===== src/rtl/hub75_scan_ctrl.sv =====
// HUB75 1/16-scan sequencer: fetches framebuffer words, shifts one bit plane per row pair
// into the panel, then holds OE low for a plane-weighted time (binary-coded modulation).
module hub75_scan_ctrl #(
    parameter int COLS         = 32,
    parameter int ROWS_HALF    = 16,
    parameter int BIT_DEPTH    = 4,
    parameter int CLK_DIV      = 1,
    parameter int OE_BASE      = 32,
    parameter int BLANK_CYCLES = 2,
    parameter int AW           = $clog2(ROWS_HALF * COLS)
) (
    input  logic                     CLK_I,
    input  logic                     RST_I,
    input  logic                     EN_I,
    output logic                     RD_EN_O,
    output logic [AW-1:0]            RD_ADDR_O,
    input  logic [6*BIT_DEPTH-1:0]   RD_DATA_I,
    output logic                     R0,
    output logic                     G0,
    output logic                     B0,
    output logic                     R1,
    output logic                     G1,
    output logic                     B1,
    output logic                     RA,
    output logic                     RB,
    output logic                     RC,
    output logic                     RD,
    output logic                     CLK_O,
    output logic                     LATCH,
    output logic                     OE,
    output logic                     FRAME_START_O,
    output logic                     BUSY_O,
    output logic [2:0]               dbg_state_o
);

    localparam int RW       = (ROWS_HALF > 1) ? $clog2(ROWS_HALF) : 1;
    localparam int PW       = (BIT_DEPTH > 1) ? $clog2(BIT_DEPTH) : 1;
    localparam int XW       = (COLS > 1) ? $clog2(COLS) : 1;
    localparam int SW       = $clog2(2 * CLK_DIV + 1);
    localparam int DISP_MAX = OE_BASE << (BIT_DEPTH - 1);
    localparam int CNT_MAX  = (DISP_MAX > BLANK_CYCLES) ? DISP_MAX : BLANK_CYCLES;
    localparam int CW       = $clog2(CNT_MAX + 1);

    typedef enum logic [2:0] {
        ST_IDLE    = 3'd0,
        ST_SHIFT   = 3'd1,
        ST_BLANK   = 3'd2,
        ST_LATCH   = 3'd3,
        ST_DISPLAY = 3'd4
    } state_t;

    state_t          state_q, state_d;
    logic [RW-1:0]   row_q, row_d;
    logic [PW-1:0]   plane_q, plane_d;
    logic [XW-1:0]   col_q, col_d;
    logic [SW-1:0]   sub_q, sub_d;
    logic [CW-1:0]   cnt_q, cnt_d;
    logic [3:0]      ra_q, ra_d;
    logic [5:0]      color_q, color_d;

    logic [BIT_DEPTH-1:0] r0_f, g0_f, b0_f, r1_f, g1_f, b1_f;
    logic [5:0]           plane_bits;
    logic [CW-1:0]        disp_last;

    // Read port: RD_EN_O is a one-cycle strobe with RD_ADDR_O; RD_DATA_I holds that word
    // on the following cycle (fixed latency, no back-pressure).
    assign {r0_f, g0_f, b0_f, r1_f, g1_f, b1_f} = RD_DATA_I;
    assign plane_bits = {r0_f[plane_q], g0_f[plane_q], b0_f[plane_q],
                         r1_f[plane_q], g1_f[plane_q], b1_f[plane_q]};
    assign disp_last  = CW'((OE_BASE << plane_q) - 1);

    always_comb begin
        state_d = state_q;
        row_d   = row_q;
        plane_d = plane_q;
        col_d   = col_q;
        sub_d   = sub_q;
        cnt_d   = cnt_q;
        ra_d    = ra_q;
        color_d = color_q;
        RD_EN_O = 1'b0;
        CLK_O   = 1'b0;
        LATCH   = 1'b0;
        OE      = 1'b1;
        case (state_q)
            ST_IDLE: begin
                if (EN_I) begin
                    state_d = ST_SHIFT;
                    row_d   = '0;
                    plane_d = '0;
                    col_d   = '0;
                    sub_d   = '0;
                end
            end
            ST_SHIFT: begin
                RD_EN_O = (sub_q == '0);
                CLK_O   = (sub_q > SW'(CLK_DIV));
                // Data arrives in the first low cycle; showing it combinationally keeps
                // the colour pins settled for the whole low phase before CLK_O rises.
                if (sub_q == SW'(1)) begin
                    color_d = plane_bits;
                end
                if (sub_q == SW'(2 * CLK_DIV)) begin
                    sub_d = '0;
                    if (col_q == XW'(COLS - 1)) begin
                        col_d   = '0;
                        cnt_d   = '0;
                        state_d = ST_BLANK;
                    end else begin
                        col_d = col_q + 1'b1;
                    end
                end else begin
                    sub_d = sub_q + 1'b1;
                end
            end
            ST_BLANK: begin
                if (cnt_q == '0) begin
                    ra_d = 4'(row_q);
                end
                if (cnt_q == CW'(BLANK_CYCLES - 1)) begin
                    cnt_d   = '0;
                    state_d = ST_LATCH;
                end else begin
                    cnt_d = cnt_q + 1'b1;
                end
            end
            ST_LATCH: begin
                LATCH   = 1'b1;
                cnt_d   = '0;
                state_d = ST_DISPLAY;
            end
            ST_DISPLAY: begin
                OE = 1'b0;
                if (cnt_q == disp_last) begin
                    cnt_d = '0;
                    sub_d = '0;
                    col_d = '0;
                    if (plane_q == PW'(BIT_DEPTH - 1)) begin
                        plane_d = '0;
                        row_d   = (row_q == RW'(ROWS_HALF - 1)) ? '0 : row_q + 1'b1;
                    end else begin
                        plane_d = plane_q + 1'b1;
                    end
                    state_d = EN_I ? ST_SHIFT : ST_IDLE;
                end else begin
                    cnt_d = cnt_q + 1'b1;
                end
            end
            default: state_d = ST_IDLE;
        endcase
    end

    always_ff @(posedge CLK_I) begin
        if (RST_I) begin
            state_q <= ST_IDLE;
            row_q   <= '0;
            plane_q <= '0;
            col_q   <= '0;
            sub_q   <= '0;
            cnt_q   <= '0;
            ra_q    <= '0;
            color_q <= '0;
        end else begin
            state_q <= state_d;
            row_q   <= row_d;
            plane_q <= plane_d;
            col_q   <= col_d;
            sub_q   <= sub_d;
            cnt_q   <= cnt_d;
            ra_q    <= ra_d;
            color_q <= color_d;
        end
    end

    assign RD_ADDR_O     = AW'(int'(row_q) * COLS + int'(col_q));
    assign {R0, G0, B0, R1, G1, B1} = color_d;
    assign {RD, RC, RB, RA} = ra_q;
    assign FRAME_START_O = (state_q == ST_SHIFT) && (sub_q == '0) && (col_q == '0)
                           && (row_q == '0) && (plane_q == '0);
    assign BUSY_O        = (state_q != ST_IDLE);
    assign dbg_state_o   = state_q;

endmodule


===== config.mk =====
export PLATFORM = sky130hd
export DESIGN_NAME = hub75_scan_ctrl
export DESIGN_NICKNAME = d
export VERILOG_FILES = /design/src/rtl/hub75_scan_ctrl.sv
export SDC_FILE = /design/constraint.sdc
export NUM_CORES = 1
export LEC_CHECK = 0
export BUFFER_PORTS_ARGS = -buffer_cell sky130_fd_sc_hd__buf_2
export CAP_MARGIN = 20
export CORE_MARGIN = 2
export CORE_UTILIZATION = 55
export DETAILED_ROUTE_END_ITERATION = 10
export PLACE_DENSITY = 0.91
export SETUP_SLACK_MARGIN = 0.1
export SKIP_CTS_REPAIR_TIMING = 1
export SYNTH_ARGS = -nofsm -noshare
export SYNTH_HDL_FRONTEND = slang
export SYNTH_SLANG_ARGS = --single-unit

===== constraint.sdc =====
create_clock -name CLK_I -period 5.52 [get_ports CLK_I]
set_clock_uncertainty 0.2 [all_clocks]
set_input_delay 0.276 -clock CLK_I [delete_from_list [all_inputs] [get_ports CLK_I]]
set_output_delay 0.276 -clock CLK_I [all_outputs]
set_load 0.02 [all_outputs]

==> impl_metrics.ini, run 1 <==
[finish]
fin_cells = 358
nets = 346
final_cell_mix = buf_2, dfxtp_1, nor2_1, nand2_1, a21oi_1
drive_gt1_frac = 0.279
area_delta_synth_final_pct = 17.1
diodes = 0
layout_commonest_cell = buf_2
finalCoreUtilization = 0.665

[synthesis]
ys_seq_area_frac = 0.308
synthCells = 260
yosysTopAreaCell = dfxtp_1
synth_edf_count = 0
synth_ff_type = dfxtp_1
synth_fp_nets = 299
synth_cell_types = 57
ys_ff_latch = 35
synth_top_area_frac = 0.308
yosysWarningCount = 0
synth_area_mm2 = 0.00227
synth.area.top_cells = dfxtp_1, ha_1, mux4_2
async_reset_ff_frac = 0
avgSynthCellArea_um2 = 8.74

[sta]
holdWs_ns = 0.176
slew_headroom = 0.564
finalSetupTns_ns = 0
fin_crit_ns = 2.97
fin_crit_sh = 0.538
setup_viol = 0
finalHoldViolations = 0
drv_slew = 0
fmax_mhz = 337
grt_setup_unrepaired = false
worstMarginPinSlew_ns = 0.653

[route]
firstDrtPassIters = 4
wirelength_met1_um = 2420
post_drt_via_cell_ratio = 5.97
drt_iter0_markers = 158
route.met2.wl_um = 2610
vias = 2139
routedWlPerCell_um = 15.4
detail-route-antenna-nets = 0
route.detailed.drc = 0
top_layer_used = met4
met3_wirelength_um = 390
drt-total-wl_um = 5500

[power_and_ir_drop]
power_density_mw_per_mm2 = 207
clockPowerShare = 0.439
p_comb_frac = 0.090
power_frac_seq = 0.471
p_int_w = 0.000423
total_leakage_power_nw = 1.15
power_switching_w = 0.000128
vdd_ir_drop_max_mv = 0.115
switching_share = 0.233
p_total_w = 0.000551

[critical_path]
crit_chain = inv_1 -> ha_1 -> xor2_2 -> xor2_2 -> nand4_2 -> a2111o_1 -> o22ai_1
end_kind = flop
cp-start-kind = flop
critical_path.max_fanout = 13
slowest_stage = dfxtp_1
slowest_delay_ns = 0.74
critPathBufInv = 1
crit_family = flip-flops
cp.arrival_ns = 2.99
cpMostUsedCell = xor2_2
criticalPathCategory = flop to flop
required_ns = 5.54

[floorplan]
die_h_um = 68.3
dieArea_mm2 = 0.00466
core-area_mm2 = 0.00400
die_w_um = 68.3
rows = 23
io_pins = 55
initial_core_util = 0.568

[grt]
grt_use_total = 0.256
grt_pass1_wl_um = 8960
grt_max_degree = 32
gr-total-overflow = 0
grt_pass1_vias = 2032
antenna_found_initial = 0

[clock_tree]
cts_tree = yes
cts_max_path_buffers = 2
cts_root_buf = clkbuf_8
clk_latency_ns = 0.29
cts.clk_slew.worst_paths_ns = 0.07
cts_buffers = 5
h-tree-depth = 2
cts.sinks = 35

[place]
dp_cells = 350
portBuffers = 54
gp_congestion = 1.01
hpwl_um = 3890

[worst_hold_path]
hold_class = input pin to flop

[status]
status = completed

[flow_run]
max-cap-violations = 0
==> cell type report <==
cell class / instances / area [um2]
clock buffer: 6 / 82.6
multi-input combinational: 197 / 1460
fill: 326 / 1340
sequential: 35 / 701
clock inverter: 2 / 35.0
timing repair buffer: 54 / 270
inverter: 14 / 52.6
tap: 50 / 62.6
==> flip-flops by register name, summed over array words and instances, names as in the netlist <==
signal and cells:
col_q 5, cnt_q 9, sub_q 2, dbg_state_o 3, row_q 4, ra_q 4, plane_q 2, color_q 6
==> power by group through the flow <==
stage	clock network, W	logic [W]	registers [W]
6_report	0.000242	0.0000494	0.000260
5_1_grt	0.000256	0.0000549	0.000260
4_1_cts	0.000243	0.0000494	0.000260
3_5_place_dp	0	0.0000491	0.000265
3_3_place_gp	0	0.0000478	0.000265
2_1_floorplan	0	0.0000318	0.000265
==> synthesized netlist by cell type (all sizes together) (6+ instances only) <==
master	count
and2	9
dfxtp	35
nand3	12
clkbuf	8
o21ai	10
nand2	18
mux4	6
inv	14
nand2b	7
buf	6
ha	12
a31oi	6
a21oi	14
mux2	7
nor2	18
nor3	7
==> per-stage QoR <==
stage	cell area, um2	setup WS [ns]
after global routing	2660	2.33
after global placement	2540	2.80
final	2660	2.55
after CTS	2660	2.59
after floorplan	2270	2.97
after detailed placement	2540	2.61
==> worst reg2reg max path, cell delays in order, from the launching register on <==
cell and delay (ns):
dfxtp_1 0.74, inv_1 0.11, ha_1 0.29, xor2_2 0.28, xor2_2 0.28, nand4_2 0.36, a2111o_1 0.48, o22ai_1 0.14
==> kinds of logic after synthesis <==
kind of cell    after synthesis  share of synthesized area
simple gates                103                      0.254
compound gates               59                      0.177
flops                        35                      0.308
buf+inv                      28                     0.0507
mux                          18                      0.118
fa+ha+maj                    12                     0.0661
xor+xnor                      5                     0.0259
==> per-layer routing <==
metal,vias up,track usage
met3,9,0.0658
li1,1048,-
met4,0,0.123
met1,999,0.300
met5,-,0
met2,83,0.433
==> worst paths after layout <==
path              startpoint        to  slack (ns)  depth (start not counted)
setup / recovery  plane_q[0]  col_q[3]        2.55                          7
hold / removal          EN_I  sub_q[0]        0.18                          4
setup reg to reg  plane_q[0]  col_q[3]        2.55                          7
hold reg to reg     cnt_q[1]  cnt_q[1]        0.29                          2
(Power assumes the default switching activity.)
==> run 2, diff against run 1 <==
CORE_UTILIZATION = 54   (was 55)
PLACE_DENSITY = 0.89   (was 0.91)
clock period = 2.85 ns   (was 5.52 ns; I/O delays follow)
==> impl_metrics.ini, run 2 (synthesis results as in run 1) <==
[flow_run]
max-cap-violations = 0

[route]
firstDrtPassIters = 4
routedWlPerCell_um = 15.2
vias = 2156
detail-route-antenna-nets = 0
post_drt_via_cell_ratio = 5.96
drt_iter0_markers = 190
drt-total-wl_um = 5510
route.detailed.drc = 0

[clock_tree]
h-tree-depth = 2
cts_buffers = 5
clk_latency_ns = 0.30
cts.sinks = 35
cts_max_path_buffers = 2
cts.clk_slew.worst_paths_ns = 0.08
cts_tree = yes
cts_root_buf = clkbuf_8

[sta]
setup_viol = 0
worstMarginPinSlew_ns = 0.560
finalSetupTns_ns = 0
grt_setup_unrepaired = false
fmax_mhz = 394
finalHoldViolations = 0
drv_slew = 0
fin_crit_sh = 0.891
fin_crit_ns = 2.54
slew_headroom = 0.623

[finish]
fillerInstances = 339
final_area_mm2 = 0.00271
final_cell_mix = buf_2, dfxtp_1, nor2_1, nand2_1, a21oi_1
nets = 350
regMostFlops = cnt_q
top_regs = cnt_q x9, color_q x6, col_q x5
area_delta_synth_final_pct = 19.2
largest_reg_flops = 9
fin_cells = 362
drive_gt1_frac = 0.288
diodes = 0
layout_commonest_cell = buf_2

[place]
hpwl_um = 3980
dp_cells = 354
portBuffers = 54
dpl-instance-area_mm2 = 0.00257
gp_congestion = 0.936

[floorplan]
rows = 23
dieArea_mm2 = 0.00474
die_w_um = 68.9
initial_core_util = 0.564
die_h_um = 68.9
io_pins = 55
core-area_mm2 = 0.00403

[critical_path]
cp-start-kind = flop
criticalPathCategory = flop to flop
required_ns = 2.88
reg2reg_depth = 7
rr_endpoint = col_q[3]
critical_path.max_fanout = 13
end_kind = flop
slowest_delay_ns = 0.46
r2r_slack_ns = 0.31
slowest_stage = a2111o_1
cp.arrival_ns = 2.57
cpMostUsedCell = xor2_2
timing.rr.start = plane_q[0]
crit_chain = inv_1 -> ha_1 -> xor2_2 -> xor2_2 -> nand4_2 -> a2111o_1 -> o22ai_1

[worst_hold_path]
hold_path_depth = 4
min_from = EN_I
timing.hold.worst_endpoint = sub_q[0]
hold_class = input pin to flop

[grt]
grt_pass1_vias = 1969
grt_use_total = 0.255
gr-total-overflow = 0
grt_max_degree = 32
antenna_found_initial = 0
grt_pass1_wl_um = 9110

[power_and_ir_drop]
power_density_mw_per_mm2 = 423
total_leakage_power_nw = 1.17
vdd_ir_drop_max_mv = 0.225

[status]
status = completed
[run 2: cell count changes in the layout (fill, tap and decap cells not counted), sizes merged]
| cell | change |
|---|---|
| clkinv | -1 |
| buf | +4 |
| bufinv | +1 |
| clkinvlp | +1 |
| clkbuf | -1 |
[run 2: metrics by stage]
stage               hold WS (ns)   util  setup WS [ns]  total power, W
detailed placement         0.286  0.639          0.350        0.000611
CTS                       0.0347  0.672          0.329         0.00115
floorplan                  0.188      -          0.297        0.000574
global placement           0.273  0.639          0.447        0.000608
global route              0.0795  0.672          0.161         0.00118
finish                    0.0304  0.672          0.310         0.00114
[run 2: critical path, delay by kind of cell (launching register included)]
kind | cells | cell delay (ns)
and+or+nand+nor | 1 | 0.35
buffers and inverters | 1 | 0.07
AOI/OAI and AO/OA | 2 | 0.60
DFF | 1 | 0.45
xor gates and xnor gates | 2 | 0.53
adders and majority gates | 1 | 0.27
[run 2: report_power, final]
part	switching (W)	internal [W]	total, W
Clock	0.000197	0.000349	0.000546
Sequential	0.00000869	0.000494	0.000503
Combinational	0.0000536	0.0000431	0.0000967
[run 2: worst max-delay path by stage]
stage,startpoint,end,slack [ns],depth (start not counted)
2_1_floorplan,plane_q[0],cnt_q[6],0.30,8
3_3_place_gp,plane_q[0],col_q[3],0.45,7
3_5_place_dp,plane_q[0],col_q[3],0.35,7
4_1_cts,plane_q[0],col_q[3],0.33,7
5_1_grt,plane_q[0],col_q[3],0.16,7
6_report,plane_q[0],col_q[3],0.31,7
[run 2: layout make-up]
| cell class | count | area (um2) | share of cell area |
|---|---|---|---|
| Inverter | 14 | 52.6 | 0.0194 |
| Clock buffer | 5 | 68.8 | 0.0254 |
| Timing Repair Buffer | 58 | 300 | 0.111 |
| Clock inverter | 3 | 67.6 | 0.0249 |
| Tap cell | 50 | 62.6 | 0.0231 |
| Multi-Input combinational cell | 197 | 1460 | 0.538 |
| Sequential cell | 35 | 701 | 0.259 |
[run 2: routing by layer]
| layer | up-vias | track usage | routed length (um) |
|---|---|---|---|
| li1 | 1055 | - | - |
| met1 | 1018 | 0.324 | 2440 |
| met2 | 76 | 0.433 | 2620 |
| met3 | 7 | 0.0438 | 377 |
| met4 | 0 | 0.0931 | 76 |
| met5 | - | 0 | 0 |
==> run 3, diff against run 2 <==
clock period = 2.87 ns   (was 2.85 ns; I/O delays follow)
==> impl_metrics.ini, run 3 (synthesis results as in run 1) <==
[status]
status = completed

[grt]
use_met3 = 0.0584
grt_util_met1 = 0.318
antenna_found_initial = 0
grt_use_total = 0.254
gr-max-usage-layer = met2
grt_pass1_wl_um = 8940
gr-total-overflow = 0
grt_pass1_vias = 1991
grt_max_degree = 32
grt_use_met2 = 0.419

[floorplan]
initial_core_util = 0.564
io_pins = 55
rows = 23
dieArea_mm2 = 0.00474
core-area_mm2 = 0.00403
die_h_um = 68.9
die_w_um = 68.9

[route]
routedWlPerCell_um = 15.4
drt_iter0_markers = 176
vias = 2191
detail-route-antenna-nets = 0
drt-total-wl_um = 5580
firstDrtPassIters = 5
route.detailed.drc = 0
post_drt_via_cell_ratio = 6.05

[critical_path]
criticalPathCategory = flop to flop
end_kind = flop
critPathBufInv = 1
crit_family = compound AO/OA/AOI/OAI gates
cpMostUsedCell = xor2_2
slowest_delay_ns = 0.46
critical_path.max_fanout = 13
crit_chain = inv_1 -> ha_1 -> xor2_2 -> xor2_2 -> nand4_2 -> a2111o_1 -> o22ai_1
cp.arrival_ns = 2.55
cp-start-kind = flop
required_ns = 2.89
slowest_stage = dfxtp_1

[finish]
regMostFlops = cnt_q
top_regs = cnt_q x9, color_q x6, col_q x5
area_delta_synth_final_pct = 18.4
final_area_mm2 = 0.00269
nets = 350
fillerInstances = 343
regArea_um2 = 701
largest_reg_flops = 9
diodes = 0
layout_commonest_cell = buf_2
multi_input_comb_area_mm2 = 0.00146
drive_gt1_frac = 0.288
final_cell_mix = buf_2, dfxtp_1, nor2_1, nand2_1, a21oi_1

[sta]
drv_slew = 0
fin_crit_ns = 2.53
fmax_mhz = 396
setup_viol = 0
grt_setup_unrepaired = false
fin_crit_sh = 0.881
worstMarginPinSlew_ns = 0.588
slew_headroom = 0.598
finalSetupTns_ns = 0
finalHoldViolations = 0

[clock_tree]
cts_buffers = 5
clk_latency_ns = 0.30
cts.clk_slew.worst_paths_ns = 0.07
cts_tree = yes
h-tree-depth = 2
cts_max_path_buffers = 2
cts.sinks = 35
cts_root_buf = clkbuf_8

[power_and_ir_drop]
total_leakage_power_nw = 1.17
clockPowerShare = 0.439
vdd_ir_drop_max_mv = 0.249
power_switching_w = 0.000247
switching_share = 0.233
power_density_mw_per_mm2 = 395
power_frac_seq = 0.470
p_int_w = 0.000815
p_comb_frac = 0.091

[place]
dpl-instance-area_mm2 = 0.00257
portBuffers = 54
hpwl_um = 4050
gp_congestion = 0.936

[worst_hold_path]
hold_class = input pin to flop

[flow_run]
max-cap-violations = 0
-- run 3: cell count changes in the layout (fill, tap and decap cells not counted), sizes merged --
| cell | delta |
|---|---|
| clkinv | +1 |
| clkbuf | +1 |
| bufinv | -1 |
| clkinvlp | -1 |
-- run 3: power groups by stage --
stage	combinational, W	sequential, W	clock (W)
floorplan	0.0000612	0.000509	0
global placement	0.0000937	0.000510	0
detailed placement	0.0000961	0.000510	0
CTS	0.0000966	0.000499	0.000475
global route	0.000108	0.000500	0.000492
finish	0.0000965	0.000499	0.000466
-- run 3: path summary, 6_finish.rpt --
kind              depth (start not counted)  slack (ns)       start       end
hold reg to reg                           2        0.29     ra_q[1]   ra_q[1]
hold / removal                            4        0.04        EN_I  sub_q[0]
setup / recovery                          7        0.34  plane_q[0]  col_q[3]
setup reg to reg                          7        0.34  plane_q[0]  col_q[3]
-- run 3: worst register-to-register path: stages (launching register included) --
cell and delay (ns):
dfxtp_1 0.46, inv_1 0.07, ha_1 0.26, xor2_2 0.25, xor2_2 0.26, nand4_2 0.34, a2111o_1 0.46, o22ai_1 0.14
-- run 3: cell type report --
class	instances	area share
repair buffers	58	0.112
well taps	50	0.0233
flip-flops and latches	35	0.260
multi-input cells	197	0.541
clock inverters	2	0.0130
clock buffers	6	0.0307
inverters	14	0.0195
-- run 3: per-stage QoR --
step	hold WS, ns	cells	utilization	worst slack (ns)	total power [W]
2_1_floorplan	0.189	260	-	0.317	0.000570
3_3_place_gp	0.273	354	0.639	0.467	0.000604
3_5_place_dp	0.284	354	0.639	0.376	0.000607
4_1_cts	0.0384	362	0.668	0.363	0.00107
5_1_grt	0.0827	362	0.668	0.152	0.00110
6_report	0.0363	362	0.668	0.342	0.00106
-- run 3: metal layers --
metal / vias up / share of wire
li1: 1059 / -
met1: 1042 / 0.44
met2: 75 / 0.47
met3: 15 / 0.068
met4: 0 / 0.022
met5: - / 0
